$ cat src/rtl/parking_gate_controller.sv
// rtl/parking_gate_controller.sv - PIN-gated parking barrier FSM with wrong-PIN and tailgating alarms
// Optional AUTHORIZED dwell timeout enabled by defining AUTH_TIMEOUT_EN.
module parking_gate_controller #(
    parameter logic [7:0] PSSWRD         = 8'b0101_0111,
    parameter int         MAX_ATTEMPTS   = 3,
    parameter int         TIMEOUT_CYCLES = 64
) (
    input  logic       clk,
    input  logic       rst,
    input  logic       sensor_1,
    input  logic       sensor_2,
    input  logic [7:0] psswrd_atmpt,
    input  logic       try_psswrd,
    output logic       open_gate,
    output logic       close_gate,
    output logic       alarm_1,
    output logic       alarm_2
);

    localparam logic [1:0] WAIT_CAR   = 2'd0;
    localparam logic [1:0] ENTER_PIN  = 2'd1;
    localparam logic [1:0] AUTHORIZED = 2'd2;
    localparam logic [1:0] BLOCKED    = 2'd3;
    localparam logic [1:0] MAX_CNT    = 2'(MAX_ATTEMPTS);

    logic [1:0] state_q, state_d;
    logic [1:0] fail_q, fail_d;
    logic       alarm_1_q, alarm_1_d;
    logic       try_q;
    logic       open_q, close_q, alarm_2_q;
    logic       attempt, pw_ok;

`ifdef AUTH_TIMEOUT_EN
    localparam int TW = (TIMEOUT_CYCLES > 1) ? $clog2(TIMEOUT_CYCLES) : 1;
    logic [TW-1:0] timer_q, timer_d;
    logic          timeout;

    assign timeout = (timer_q == TW'(TIMEOUT_CYCLES - 1));
`endif

    // A held strobe is one attempt: only the low-to-high transition counts.
    assign attempt = try_psswrd & ~try_q;
    assign pw_ok   = (psswrd_atmpt == PSSWRD);

    always_comb begin
        state_d   = state_q;
        fail_d    = fail_q;
        alarm_1_d = alarm_1_q;
        if (sensor_1 && sensor_2) begin
            state_d = BLOCKED;
        end else begin
            case (state_q)
                WAIT_CAR: begin
                    if (sensor_1) state_d = ENTER_PIN;
                end
                ENTER_PIN: begin
                    if (attempt && pw_ok) begin
                        state_d   = AUTHORIZED;
                        fail_d    = 2'd0;
                        alarm_1_d = 1'b0;
                    end else if (attempt && (fail_q < MAX_CNT)) begin
                        fail_d = fail_q + 2'd1;
                        if (fail_q + 2'd1 == MAX_CNT) alarm_1_d = 1'b1;
                    end
                end
                AUTHORIZED: begin
                    if (sensor_2 && !sensor_1) state_d = WAIT_CAR;
`ifdef AUTH_TIMEOUT_EN
                    else if (timeout) state_d = WAIT_CAR;
`endif
                end
                default: begin
                    if (attempt && pw_ok) begin
                        state_d   = WAIT_CAR;
                        fail_d    = 2'd0;
                        alarm_1_d = 1'b0;
                    end
                end
            endcase
        end
    end

`ifdef AUTH_TIMEOUT_EN
    // Counts edges spent in AUTHORIZED; any exit clears it.
    always_comb begin
        timer_d = '0;
        if (state_q == AUTHORIZED && state_d == AUTHORIZED) timer_d = timer_q + TW'(1);
    end

    always_ff @(posedge clk or posedge rst) begin
        if (rst) timer_q <= '0;
        else     timer_q <= timer_d;
    end
`endif

    // Outputs are decoded from the next state so they change on the same edge as the state.
    always_ff @(posedge clk or posedge rst) begin
        if (rst) begin
            state_q   <= WAIT_CAR;
            fail_q    <= 2'd0;
            alarm_1_q <= 1'b0;
            try_q     <= 1'b0;
            open_q    <= 1'b0;
            close_q   <= 1'b1;
            alarm_2_q <= 1'b0;
        end else begin
            state_q   <= state_d;
            fail_q    <= fail_d;
            alarm_1_q <= alarm_1_d;
            try_q     <= try_psswrd;
            open_q    <= (state_d == AUTHORIZED);
            close_q   <= (state_d != AUTHORIZED);
            alarm_2_q <= (state_d == BLOCKED);
        end
    end

    assign open_gate  = open_q;
    assign close_gate = close_q;
    assign alarm_1    = alarm_1_q;
    assign alarm_2    = alarm_2_q;

endmodule
$ cat config.mk
export PLATFORM = sky130hd
export DESIGN_NAME = parking_gate_controller
export DESIGN_NICKNAME = d
export VERILOG_FILES = /design/src/rtl/parking_gate_controller.sv
export SDC_FILE = /design/constraint.sdc
export NUM_CORES = 1
export LEC_CHECK = 0
export ABC_AREA = 1
export CORE_UTILIZATION = 30
export CTS_CLUSTER_DIAMETER = 40
export DETAILED_ROUTE_END_ITERATION = 6
export MAX_ROUTING_LAYER = met4
export PLACE_DENSITY = 0.67
export SYNTH_ARGS = -nofsm -noshare
export SYNTH_HDL_FRONTEND = slang
export SYNTH_SLANG_ARGS = --single-unit
$ cat constraint.sdc
create_clock -name clk -period 1.09 [get_ports clk]
set_input_delay 0.218 -clock clk [delete_from_list [all_inputs] [get_ports clk]]
set_output_delay 0.218 -clock clk [all_outputs]
set_load 0.02 [all_outputs]
==> impl_metrics.ini <==
[clocking]
clock_latency_ns = 0.25
cts.hold.buffers_added = 0
cts_root_buf = clkbuf_4
clk_path_buf_depth = 2
cts_tree = done
clock_sink_count = 9
h-tree-depth = 1
path_clk_slew_ns = 0.06
cts_made_buffers = 3

[final_layout]
fin_nets = 107
instances_no_fill = 107
final_common_cell = nand2_1
drive_gt1_share_pct = 36.3
final_cell_mix = nand2_1 (19), inv_1 (11), dlygate4sd2_1 (9)
stdcell_area_um2 = 763
area_growth_pct = 52.9
antenna_cells = 0

[run_status]
status = finished, violations left
violations = negative setup slack

[grt]
grt_antenna_before_repair = 0
grt_pass1_vias = 441
grt-ovfl-total = 0
grt_max_degree = 10
grt_first_pass_wirelength_mm = 1.75
grt_use_total_pct = 13.2

[setup_path]
cp_max_fo = 3
cpPeakStageDelay_ns = 0.37
cp.arrival_ns = 1.35
worstPathCellList = inv_2, buf_4, nor2_1, nand2_4, inv_4, nand3_2, nand2_1
cp_slowest_cell = dfrtp_1
critPathLaunchType = register
critPathKind = register to register
cp_data_required_time_ns = 1.28
endpoint_kind = register

[yosys]
yosys_warnings = 0
synth.avg_cell_area_um2 = 7.45
syn_inst = 67
synth_seq_cells = 9
syn_nets = 82
synth-seq-area-share_pct = 45.4
synth.distinct_cells = 15
netlist_area_um2 = 499

[routing]
wl_mm = 1.07
final_antenna_net_count = 0
vias_per_cell = 4.56
drtPass1Iterations = 4
drc = 0
wl_per_cell_um = 9.98
drt_iter0_markers = 6
vias = 488

[die]
die_height_um = 42.8
coreArea_mm2 = 0.00152
start_util_pct = 32.8
fp-row-count = 14
die_w_um = 42.8
die_area_mm2 = 0.00183
ioPinCount = 17

[place]
portBuffers = 16
placedCellCount = 102
gp_congestion = 0.749
dpl_cell_area_um2 = 702
dp_hpwl_um = 749

[timing]
clock.fmax_mhz = 864
layout_worst_path_cycle_share_pct = 106
hold_viol = 0
worst_pin_slew_ns = 0.317
relSlewSlack_pct = 78.8
rsz0062_at_grt = yes
setup_slack_ns = -0.0667
min_period_ns = 1.16
whs_ns = 0.215
setup_violations = 5
skew_ns = 0.00249
slew_viol_final = 0
setup-tns-final_ns = -0.228

[power_and_ir_drop]
ir_drop_v = 0.000663
power.leakage_nw = 0.405
totalPowerFinal_uw = 705
power_density_mw_per_mm2 = 924

[worst_hold_path]
hold_class = input pin to async pin

[job]
drv_cap = 0
## critical path: cells and delay by family (launching register included)
family	cells	cell delay [ns]
AND/OR/NAND/NOR	4	0.45
buffers and inverters	3	0.27
flip-flops	1	0.37
## flip-flops by register name, summed over array words and instances, names as in the netlist
register,flops
alarm_1,1
alarm_2,1
close_gate,1
fail_q,2
open_gate,1
state_q,2
try_q,1
## cell type report
cell class	count	area, um2
multi-input cells	43	267
inverters	15	58.8
repair buffers	20	165
well taps	16	20.0
clock buffers	4	26.3
flip-flops and latches	9	226
fillers	151	761
## cells in the mapped netlist
cell type,number,area [um2]
o31ai_1,1,7.51
dfrtp_1,8,200
nor2_4,1,11.3
a21oi_2,1,8.76
ha_1,2,25.0
nor2_2,2,12.5
inv_1,11,41.3
a21oi_1,2,10.0
nand2_1,21,78.8
nand3_1,6,30.0
dfstp_2,1,26.3
clkinv_2,1,5.00
inv_2,3,11.3
nor2_1,5,18.8
nand2_2,2,12.5
## power breakdown
group,total (mW),switching (mW),internal [mW]
clock network,0.245,0.105,0.140
logic,0.105,0.0559,0.0488
registers,0.355,0.00923,0.346
## timing repair
action | CTS | global route
setup buffers | 0 | 1
pin swaps | 14 | 6
endpoints found under the setup margin | 12 | 9
cloned | 0 | 0
gates resized for setup | 36 | 5
## worst paths after layout
kind,from,endpoint,depth (start not counted),slack (ns)
hold / removal,rst,alarm_2,2,0.22
max in group asynchronous,rst,close_gate,2,0.59
setup / recovery,state_q[0],alarm_1,7,-0.07
setup reg to reg,state_q[0],alarm_1,7,-0.07
hold reg to reg,alarm_1,alarm_1,2,0.48
min in group clk,try_psswrd,try_q,1,0.22
## stage by stage
stage,utilization (%),setup WS [ns]
6_report,50.1,-0.0667
5_1_grt,50.1,-0.173
4_1_cts,48.4,-0.0527
3_5_place_dp,46.1,-0.435
3_3_place_gp,46.1,-0.460
2_1_floorplan,-,0.0250
## cells by family (layout without fill, tap and decap cells)
family,count (synthesis),count (layout),synth area share [%]
simple gates,37,37,32.8
buf+inv,15,39,11.5
flops,9,9,45.4
compound gates,4,4,5.26
fa+ha+maj,2,2,5.01
## routing by layer
metal / vias up / GRT usage, % / wire [um]
li1: 246 / - / -
met1: 224 / 14.4 / 444
met2: 16 / 21.8 / 531
met3: 2 / 1.70 / 83
met4: 0 / 9.38 / 9
met5: - / - / 0
Power figures use the tool's default switching activity.
